**config.mk**
```make
export PLATFORM = sky130hd
export DESIGN_NAME = fu_complete_arbiter_flat
export DESIGN_NICKNAME = d
export VERILOG_FILES = /design/src/rtl/fu_complete_arbiter_if.sv /design/src/rtl/fu_complete_arbiter.sv /design/src/flat_wrapper.sv
export SDC_FILE = /design/constraint.sdc
export NUM_CORES = 1
export LEC_CHECK = 0
export CAP_MARGIN = 20
export CORE_ASPECT_RATIO = 1.2
export CORE_MARGIN = 3
export CORE_UTILIZATION = 44
export CTS_CLUSTER_DIAMETER = 100
export DETAILED_ROUTE_END_ITERATION = 6
export HOLD_SLACK_MARGIN = 0.1
export PLACE_DENSITY = 0.67
export SLEW_MARGIN = 20
export SYNTH_ARGS = -nofsm -noshare
export SYNTH_HDL_FRONTEND = slang
export SYNTH_SLANG_ARGS = --single-unit
```
**constraint.sdc**
```tcl
create_clock -name clock -period 17.1 [get_ports clock]
set_input_delay 4.275 -clock clock [delete_from_list [all_inputs] [get_ports clock]]
set_output_delay 4.275 -clock clock [all_outputs]
set_load 0.005 [all_outputs]
```
**src/rtl/fu_complete_arbiter_if.sv**
```systemverilog
`default_nettype none
// ============================================================================
// Module   : fu_complete_arbiter_if
// Purpose  : Bundle of FU-result and complete-port signals between the
//            functional units (master side) and the completion arbiter
//            (slave side).
// Revision : 1.0 - initial release
// ============================================================================
interface fu_complete_arbiter_if #(
    parameter int NUM_FU    = 6,
    parameter int CDB_WIDTH = 1,
    parameter int PKT_W     = 64
);
    localparam int SRC_W = $clog2(NUM_FU);

    logic [NUM_FU-1:0]                 fu_valid_in;
    logic [NUM_FU-1:0][PKT_W-1:0]      fu_pkt_in;
    logic [NUM_FU-1:0]                 fu_ready_out;
    logic [CDB_WIDTH-1:0]              cdb_valid_out;
    logic [CDB_WIDTH-1:0][PKT_W-1:0]   cdb_pkt_out;
    logic [CDB_WIDTH-1:0][SRC_W-1:0]   cdb_src_out;
    logic                              stall_fu_2_dispatch;

    // Producer / consumer side (functional units plus complete stage)
    modport master (
        output fu_valid_in, fu_pkt_in,
        input  fu_ready_out, cdb_valid_out, cdb_pkt_out, cdb_src_out,
        input  stall_fu_2_dispatch
    );

    // Arbiter side
    modport slave (
        input  fu_valid_in, fu_pkt_in,
        output fu_ready_out, cdb_valid_out, cdb_pkt_out, cdb_src_out,
        output stall_fu_2_dispatch
    );
endinterface
`default_nettype wire

```
**src/rtl/fu_complete_arbiter.sv**
```systemverilog
`default_nettype none
// ============================================================================
// Module   : fu_complete_arbiter
// Purpose  : Per-FU result FIFOs feeding up to CDB_WIDTH complete ports per
//            cycle. Default arbitration is fixed priority (highest channel
//            index wins); define FU_CMPL_RR_ARB_EN for round-robin.
// Revision : 1.0 - initial release
// ============================================================================
module fu_complete_arbiter #(
    parameter int NUM_FU    = 6,
    parameter int BUF_DEPTH = 2,
    parameter int CDB_WIDTH = 1,
    parameter int PKT_W     = 64
) (
    input  wire logic             clock,
    input  wire logic             reset,
    input  wire logic             flush,
    fu_complete_arbiter_if.slave  bus
);
    localparam int SRC_W = $clog2(NUM_FU);
    localparam int PTR_W = (BUF_DEPTH > 1) ? $clog2(BUF_DEPTH) : 1;
    localparam int CNT_W = $clog2(BUF_DEPTH + 1);
    localparam logic [CNT_W-1:0] FULL_CNT = CNT_W'(BUF_DEPTH);
    localparam logic [PTR_W-1:0] LAST_PTR = PTR_W'(BUF_DEPTH - 1);

    // Payload storage carries no valid state, so it is never reset
    logic [PKT_W-1:0]              mem_q [NUM_FU][BUF_DEPTH];
    logic [NUM_FU-1:0][PTR_W-1:0]  head_q, head_d;
    logic [NUM_FU-1:0][PTR_W-1:0]  tail_q, tail_d;
    logic [NUM_FU-1:0][CNT_W-1:0]  cnt_q, cnt_d;

    logic [NUM_FU-1:0]             ready_w;
    logic [NUM_FU-1:0]             push_w;
    logic [NUM_FU-1:0]             pop_w;
    logic [CDB_WIDTH-1:0]          cdb_valid_w;
    logic [CDB_WIDTH-1:0][PKT_W-1:0] cdb_pkt_w;
    logic [CDB_WIDTH-1:0][SRC_W-1:0] cdb_src_w;
    int                            ch_w;
    int                            port_w;

`ifdef FU_CMPL_RR_ARB_EN
    logic [SRC_W-1:0]              rr_q, rr_d;
`endif

    // Ready depends on registered count only: a pop this cycle does not open a full channel
    always_comb begin
        for (int i = 0; i < NUM_FU; i++) begin
            ready_w[i] = (cnt_q[i] != FULL_CNT);
        end
    end

    assign push_w = bus.fu_valid_in & ready_w & {NUM_FU{~flush}};

    // Walk channels in search order and hand non-empty heads to free ports
    always_comb begin
        pop_w       = '0;
        cdb_valid_w = '0;
        cdb_pkt_w   = '0;
        cdb_src_w   = '0;
        port_w      = 0;
        ch_w        = 0;
`ifdef FU_CMPL_RR_ARB_EN
        rr_d        = rr_q;
`endif
        for (int j = 0; j < NUM_FU; j++) begin
`ifdef FU_CMPL_RR_ARB_EN
            ch_w = (int'(rr_q) + j) % NUM_FU;
`else
            ch_w = NUM_FU - 1 - j;
`endif
            if ((cnt_q[ch_w] != '0) && (port_w < CDB_WIDTH)) begin
                pop_w[ch_w]         = 1'b1;
                cdb_valid_w[port_w] = 1'b1;
                cdb_pkt_w[port_w]   = mem_q[ch_w][head_q[ch_w]];
                cdb_src_w[port_w]   = SRC_W'(ch_w);
                port_w              = port_w + 1;
`ifdef FU_CMPL_RR_ARB_EN
                // Ends up as one past the last channel granted this cycle
                rr_d = SRC_W'((ch_w + 1) % NUM_FU);
`endif
            end
        end
    end

    // Pointer/count next state; flush squashes everything and drops this cycle's inputs
    always_comb begin
        head_d = head_q;
        tail_d = tail_q;
        cnt_d  = cnt_q;
        for (int i = 0; i < NUM_FU; i++) begin
            if (flush) begin
                head_d[i] = '0;
                tail_d[i] = '0;
                cnt_d[i]  = '0;
            end else begin
                if (push_w[i]) begin
                    tail_d[i] = (tail_q[i] == LAST_PTR) ? '0 : tail_q[i] + 1'b1;
                end
                if (pop_w[i]) begin
                    head_d[i] = (head_q[i] == LAST_PTR) ? '0 : head_q[i] + 1'b1;
                end
                cnt_d[i] = cnt_q[i] + CNT_W'(push_w[i]) - CNT_W'(pop_w[i]);
            end
        end
    end

    // FIFO valid state; asynchronous reset discards every buffered result
    always_ff @(posedge clock or posedge reset) begin
        if (reset) begin
            head_q <= '0;
            tail_q <= '0;
            cnt_q  <= '0;
        end else begin
            head_q <= head_d;
            tail_q <= tail_d;
            cnt_q  <= cnt_d;
        end
    end

    // Payload write at the tail slot of each accepting channel
    always_ff @(posedge clock) begin
        for (int i = 0; i < NUM_FU; i++) begin
            if (push_w[i]) begin
                mem_q[i][tail_q[i]] <= bus.fu_pkt_in[i];
            end
        end
    end

`ifdef FU_CMPL_RR_ARB_EN
    // Round-robin start pointer; moves only when something is granted
    always_ff @(posedge clock or posedge reset) begin
        if (reset) begin
            rr_q <= '0;
        end else if (flush) begin
            rr_q <= '0;
        end else begin
            rr_q <= rr_d;
        end
    end
`endif

    assign bus.fu_ready_out        = ready_w;
    assign bus.stall_fu_2_dispatch = ~&ready_w;
    assign bus.cdb_valid_out       = cdb_valid_w;
    assign bus.cdb_pkt_out         = cdb_pkt_w;
    assign bus.cdb_src_out         = cdb_src_w;

endmodule
`default_nettype wire

```
**src/flat_wrapper.sv**
```systemverilog
// flat-port wrapper written by rule: the top's interface ports become plain ports
module fu_complete_arbiter_flat 
#(
    parameter int NUM_FU    = 6,
    parameter int BUF_DEPTH = 2,
    parameter int CDB_WIDTH = 1,
    parameter int PKT_W     = 64
)
  (clock, reset, flush, bus_fu_valid_in, bus_fu_pkt_in, bus_fu_ready_out, bus_cdb_valid_out, bus_cdb_pkt_out, bus_cdb_src_out, bus_stall_fu_2_dispatch);
  fu_complete_arbiter_if #(.NUM_FU(NUM_FU), .CDB_WIDTH(CDB_WIDTH), .PKT_W(PKT_W)) bus_i ();
  input  wire logic clock;
  input  wire logic reset;
  input  wire logic flush;
  input wire logic [$bits(bus_i.fu_valid_in)-1:0] bus_fu_valid_in;
  input wire logic [$bits(bus_i.fu_pkt_in)-1:0] bus_fu_pkt_in;
  output wire logic [$bits(bus_i.fu_ready_out)-1:0] bus_fu_ready_out;
  output wire logic [$bits(bus_i.cdb_valid_out)-1:0] bus_cdb_valid_out;
  output wire logic [$bits(bus_i.cdb_pkt_out)-1:0] bus_cdb_pkt_out;
  output wire logic [$bits(bus_i.cdb_src_out)-1:0] bus_cdb_src_out;
  output wire logic [$bits(bus_i.stall_fu_2_dispatch)-1:0] bus_stall_fu_2_dispatch;
  assign bus_i.fu_valid_in = bus_fu_valid_in;
  assign bus_i.fu_pkt_in = bus_fu_pkt_in;
  assign bus_fu_ready_out = bus_i.fu_ready_out;
  assign bus_cdb_valid_out = bus_i.cdb_valid_out;
  assign bus_cdb_pkt_out = bus_i.cdb_pkt_out;
  assign bus_cdb_src_out = bus_i.cdb_src_out;
  assign bus_stall_fu_2_dispatch = bus_i.stall_fu_2_dispatch;
  fu_complete_arbiter #(.NUM_FU(NUM_FU), .BUF_DEPTH(BUF_DEPTH), .CDB_WIDTH(CDB_WIDTH), .PKT_W(PKT_W)) u_core (.clock(clock), .reset(reset), .flush(flush), .bus(bus_i));
endmodule
```
==> results.md, run 1 <==
- Largest net degree at the start of global routing: 67
- Distinct cells, synth: 34
- Cell count after synthesis: 1898
- Max incr delay on CP: 0.70 ns
- Hpwl dp: between 60000 and 70000 µm
- Gr usage total: roughly a quarter
- Max_slew headroom: approximately 28%
- Die Height: around 300 µm
- Arr. time, crit path: 4.68 ns
- Crit share post-route: 52.4%
- LEAKAGE: between 0.01 and 0.015 µW
- Pre-CTS setup slack: around 8.8 ns
- Sw Share: between 30 and 40%
- CP delay by family, top: buffers and inverters
- Final hold vios: 0
- Die W: around 250 µm
- PwrDens: 158 mW/mm²
- WP buf/inv: 3
- Slew at the pin closest to its max-slew limit: approximately 1.1 ns
- Setup TNS: 0 ns
- Storage element area: between 0.02 and 0.025 mm²
- First-pass GRT wire length: 140000 µm
- Share of layout cells above drive strength 1: 16.6%
- Hold buffer count at CTS: 0
- NumNets Final: 2749
- Worst setup path startpoint: u_core.cnt_q[5]
- Crit path max fanout: 44
- Max-cap violation count: 0
- Data required, critical path: between 10 and 15 ns
- Hold Crit Class: reg -> reg
- Reg-to-reg startpoint: u_core.cnt_q[5]
- Std-Cell Core Area: 0.0727 mm²
- Int Pwr: approximately 4300 µW
- Yosys reg bits: around 790
- Vias: 19693
- Hold WS: roughly 0.59 ns
- Slowest CP cell: nor2_4
- Min Clock Period, post-route: 8.96 ns
- Site Rows: ~110
- Final Max Tran Viols: 0
- Final setup vio count: 0
- Gate power share: 35.6%
- First drt pass iteration count: 5
- Clock Power Share: a little over a quarter
- Fill count: roughly 5700
- CTS tree: yes
- Post-CTS setup buffers: 0
- Port bufs: roughly 470
- Max IR drop VDD: roughly 150 µV
- Num CTS Buffers: slightly above 80
- Max Fclk: 112 MHz
- Sequential-to-total area share from yosys stat: between 70% and 80%
- Routed Antenna Nets: 0
- Area Growth Syn to Fin: 25.9%
- Vias in the first global route: between 20000 and 25000
- Critical path launch point type: flop
- RSZ-0062 raised after global routing: no
- Multi-input logic area: a little over 0.008 mm²
- Status: complete, no violations
- Placer Congestion: 0.921
- Post-cts sizing count: 0
- Cell area after synthesis: around 0.032 mm²
- Crit end category: primary output
- Crit path cell chain: nor2_4 -> buf_4 -> or3_4 -> buf_4 -> o221ai_1 -> o221ai_1 -> clkdlybuf4s50_1
- Full die area: between 0.07 and 0.08 mm²
- Worst Min Path Start: u_core.tail_q[3]
- Register share of total power: a little under two fifths
- Worst Setup Path Type: reg -> out
- CTS Buffer Depth: 3
- Clk Latency, worst-skew pair: ~0.62 ns
- Clk sink count: just under 800
- Wire per inst: between 20 and 30 µm
- Drt drc: 0
- Grt ovf: 0
- Final WS setup: a little over 8 ns
- Htree depth: 3
- Worst Clk Skew: 0.0214 ns
- Initial Utilization: approximately 45%
- Syn Nets: roughly 2300
- Ys Warns: 0
- Root Buffer: clkbuf_16
- Initial drt markers: around 1800
- Initial antenna violation count: 43
- Net Switching: 2130 µW
- Post-synthesis average cell area: ~17 µm²
- Via/cell ratio: about 6
- Total Wirelength: around 100000 µm
- Clock transition at path regs: about 0.060 ns
- Post-Route Utilization: around 56%
- IO Pins: roughly 470
[power groups by stage]
stage,clock network (µW),logic (µW),registers (µW)
floorplan,0,1280,2400
global placement,0,2270,2450
detailed placement,0,2300,2460
CTS,1760,2310,2420
global route,1840,2420,2440
finish,1730,2290,2420
[registers in the layout (all words and copies together) (netlist names)]
signal / flops
u_core.cnt_q: 12
u_core.head_q: 6
u_core.mem_q: 768
u_core.tail_q: 6
[layout make-up]
class | count | area share [%]
flip-flops and latches | 792 | 58.1
clock buffers | 97 | 5.22
repair buffers | 508 | 12.4
inverters | 17 | 0.159
well taps | 935 | 2.87
clock inverters | 47 | 1.05
multi-input cells | 945 | 20.0
diodes | 36 | 0.221
[cell usage after synthesis]
| cell type | instances | share of area (%) |
|---|---|---|
| a211oi_4 | 1 | 0.062 |
| a21oi_1 | 65 | 1.0 |
| and2_1 | 6 | 0.12 |
| and3_1 | 1 | 0.019 |
| and4_1 | 1 | 0.027 |
| buf_1 | 12 | 0.14 |
| buf_2 | 21 | 0.32 |
| buf_6 | 5 | 0.17 |
| clkbuf_1 | 100 | 1.2 |
| clkbuf_2 | 6 | 0.093 |
| dfrtp_1 | 24 | 1.9 |
| edfxtp_1 | 768 | 71 |
| ha_1 | 11 | 0.42 |
| inv_1 | 15 | 0.17 |
| inv_2 | 2 | 0.023 |
| mux2_2 | 128 | 4.4 |
| mux2i_1 | 256 | 7.9 |
| nand2_1 | 9 | 0.10 |
| nand2b_1 | 7 | 0.14 |
| nand3_1 | 4 | 0.062 |
| nand4b_1 | 1 | 0.027 |
| nor2_1 | 30 | 0.35 |
| nor2b_1 | 6 | 0.12 |
| nor3_1 | 70 | 1.1 |
| nor4_4 | 1 | 0.066 |
| o21ai_0 | 130 | 2.0 |
| o221ai_1 | 48 | 1.3 |
| o221ai_2 | 80 | 3.7 |
| o22ai_1 | 64 | 1.2 |
| or2_2 | 2 | 0.039 |
| or3_1 | 1 | 0.019 |
| or3_4 | 1 | 0.035 |
| xnor2_1 | 9 | 0.24 |
| xor2_1 | 13 | 0.35 |
[final timing paths]
kind,slack [ns],endpoint,cells after the start
min reg2reg,0.59,u_core.tail_q[3],2
max,8.14,bus_cdb_pkt_out[4],7
max in group asynchronous,12.64,u_core.head_q[4],3
min,0.59,u_core.tail_q[3],2
min in group asynchronous,4.00,u_core.cnt_q[1],2
max reg2reg,13.62,u_core.cnt_q[1],11
[worst min-delay path, delay by kind of cell (launching register included)]
kind | cells | cell delay, ns
simple gates | 1 | 0.07
flops | 1 | 0.40
xor+xnor | 1 | 0.08
[per-stage QoR]
| stage | instance area (µm²) | std cells | power, µW |
|---|---|---|---|
| global route | 40800 | 3368 | 6690 |
| detailed placement | 38100 | 3195 | 4760 |
| finish | 40800 | 3377 | 6450 |
| CTS | 40700 | 3339 | 6490 |
| floorplan | 32400 | 1898 | 3680 |
| global placement | 38100 | 3193 | 4730 |
[layer usage]
metal  vias up  GRT usage [%]  wire length (µm)
li1       8567              -                 -
met1      9931           31.2             37700
met2       975           43.3             50500
met3       202           6.18              8330
met4        18           10.9              3850
met5         -              0               119
[cells by family after synthesis]
kind of cell	count (synthesis)	synth area share (%)
adder cells (fa/ha/maj)	11	0.425
AND/OR/NAND/NOR	140	2.19
AO/OA/AOI/OAI	388	9.31
multiplexers	384	12.4
XOR/XNOR	22	0.595
buffers and inverters	161	2.09
flip-flops	792	73.0
[placed cells by master, fill, tap and decap left out, types with 16 or more instances in the layout]
master | netlist | layout
edfxtp_1 | 768 | 768
clkdlybuf4s50_1 | 0 | 467
mux2i_1 | 256 | 256
o21ai_0 | 130 | 129
mux2_2 | 128 | 128
clkbuf_16 | 0 | 83
o221ai_2 | 80 | 80
a21oi_1 | 65 | 65
nor3_1 | 70 | 64
o22ai_1 | 64 | 64
o221ai_1 | 48 | 48
buf_4 | 0 | 37
diode_2 | 0 | 36
nor2_1 | 30 | 26
dfrtp_1 | 24 | 16
Note: power is estimated with default switching activity, not from simulation.
==> inputs of run 2 (changes only) <==
==> constraint.sdc (replaced) <==
create_clock -name clock -period 8.5 [get_ports clock]
set_input_delay 2.125 -clock clock [delete_from_list [all_inputs] [get_ports clock]]
set_output_delay 2.125 -clock clock [all_outputs]
set_load 0.005 [all_outputs]
==> results.md, run 2 (synthesized netlist as in run 1, its figures left out) <==
- Clk sink count: 792 (unchanged)
- Drt drc: 0 (unchanged)
- Grt ovf: 0 (unchanged)
- Site Rows: 108 (unchanged)
- Final setup vio count: 0 (unchanged)
- Share of layout cells above drive strength 1: 16.3% (-0.32 points)
- Clk Latency, worst-skew pair: 0.61 ns (about the same)
- Final WS setup: 1.50 ns (-6.65 ns)
- Num CTS Buffers: 81 (unchanged)
- Number of flip-flops in the largest register: 768 (unchanged)
- Crit share post-route: roughly 82%
- Clock transition at path regs: 0.07 ns (about the same)
- CTS Buffer Depth: 3 (unchanged)
- Initial antenna violation count: 39 (-9.3%)
- Port bufs: 467 (unchanged)
- Critical path launch point type: flop
- Most frequent cells in the layout: edfxtp_1 (768), clkdlybuf4s50_1 (467), mux2i_1 (256), o21ai_0 (129), mux2_2 (128)
- Hold buffer count at CTS: 0 (unchanged)
- First drt pass iteration count: 5 (unchanged)
- Placer Congestion: 0.903 (-2.0%)
- Slew at the pin closest to its max-slew limit: 1.18 ns (+0.0973 ns)
- CTS tree: yes
- Htree depth: 3 (unchanged)
- Die W: 254 µm (unchanged)
- Wire per inst: 30.1 µm (+1.2%)
- Area Growth Syn to Fin: 25.8% (about the same)
- Post-cts sizing count: 0 (unchanged)
- PwrDens: 318 mW/mm² (+100%)
- Hold Crit Class: reg -> reg
- Crit end category: primary output
- Routed Antenna Nets: 0 (unchanged)
- Max_slew headroom: 21.1% (-6.5 points)
- Via/cell ratio: 5.84 (+0.20%)
- Root Buffer: clkbuf_16
- Final hold vios: 0 (unchanged)
- Total Wirelength: 102000 µm (+1.2%)
- Largest net degree at the start of global routing: 70 (+4.5%)
- Die Height: 303 µm (unchanged)
- Hpwl dp: 65200 µm (-1.7%)
- Max Fclk: 143 MHz
- Arr. time, crit path: 4.88 ns (+0.20 ns)
- Std-Cell Core Area: 0.0727 mm² (unchanged)
- Max IR drop VDD: 231 µV (+58%)
- Max-cap violation count: 0 (unchanged)
- Min Clock Period, post-route: between 7 and 8 ns
- Crit path max fanout: 35 (-20%)
- Initial Utilization: 44.6% (unchanged)
- RSZ-0062 raised after global routing: no
- Status: complete, no violations
- First-pass GRT wire length: 142000 µm (+1.4%)
- Gr usage total: 25.9% (+0.39 points)
- Commonest non-fill, non-tap cell in the layout: edfxtp_1
- Final Max Tran Viols: 0 (unchanged)
- IO Pins: 468 (unchanged)
- Pre-CTS setup slack: 2.13 ns (-6.62 ns)
- Full die area: 0.0769 mm² (unchanged)
- Worst Clk Skew: 0.0151 ns (-0.00630 ns)
- Vias in the first global route: 20725 (+2.9%)
- Setup TNS: 0 ns (unchanged)
- Post-CTS setup buffers: 0 (unchanged)
- NumNets Final: 2747 (-0.073%)
- Vias: 19715 (+0.11%)
- LEAKAGE: 0.0129 µW (about the same)
- Initial drt markers: 1923 (+4.9%)
- Data required, critical path: 6.38 ns (-6.44 ns)
- Worst Setup Path Type: reg -> out
[run 2: cell count changes in the layout (fill, tap and decap cells not counted), sizes merged]
| cell | change |
|---|---|
| buf | -2 |
| clkinv | +5 |
| clkinvlp | -4 |
| diode | -1 |
| inv | -1 |
[run 2: per-stage QoR]
| stage | std cells | util (%) | area [µm²] | power, µW | hold WS [ns] |
|---|---|---|---|---|---|
| after floorplan | 1898 | - | 32400 | 7400 | 0.519 |
| after global placement | 3191 | 52.3 | 38000 | 9500 | 0.561 |
| after detailed placement | 3192 | 52.4 | 38100 | 9540 | 0.569 |
| after CTS | 3336 | 55.9 | 40600 | 13000 | 0.588 |
| after global routing | 3365 | 56.0 | 40700 | 13500 | 0.610 |
| final | 3374 | 56.1 | 40800 | 13000 | 0.591 |
[run 2: worst paths after layout]
kind | startpoint | endpoint | slack, ns | cells after the start
max reg2reg | u_core.cnt_q[11] | u_core.cnt_q[5] | 4.06 | 12
min reg2reg | u_core.tail_q[3] | u_core.tail_q[3] | 0.59 | 2
min in group asynchronous | reset | u_core.tail_q[3] | 1.75 | 2
min | u_core.tail_q[3] | u_core.tail_q[3] | 0.59 | 2
max in group asynchronous | reset | u_core.head_q[4] | 6.34 | 3
max | u_core.cnt_q[11] | bus_cdb_pkt_out[58] | 1.50 | 8
[run 2: report_power, final]
| part | internal, µW | switching, µW |
|---|---|---|
| combinational | 2020 | 2560 |
| clock | 2000 | 1480 |
| sequential | 4660 | 269 |
| total | 8670 | 4310 |
[run 2: layout make-up]
class	instances	area [µm²]
fillers	5727	31900
flip-flops and latches	792	23700
multi-input cells	945	8180
repair buffers	506	5040
clock buffers	97	2130
well taps	935	1170
clock inverters	47	409
diodes	35	87.6
inverters	17	65.1
[run 2: critical path, cell delays in order, from the launching register on]
cell and delay (ns):
dfrtp_1 0.46, nor4_4 0.52, clkinv_2 0.67, buf_4 0.51
or3_4 0.70, buf_4 0.41, o221ai_1 0.18, o221ai_1 0.22
clkdlybuf4s50_1 0.50
[run 2: metal layers]
metal  vias to the layer above  track usage [%]  routed length, µm  share of wire, %
met1                     10049             32.1              39000                38
met3                       193             5.33               7700               7.6
met5                         -                0                106              0.10
li1                       8562                -                  -                 -
met2                       897             44.7              51300                51
met4                        14             10.2               3460               3.4
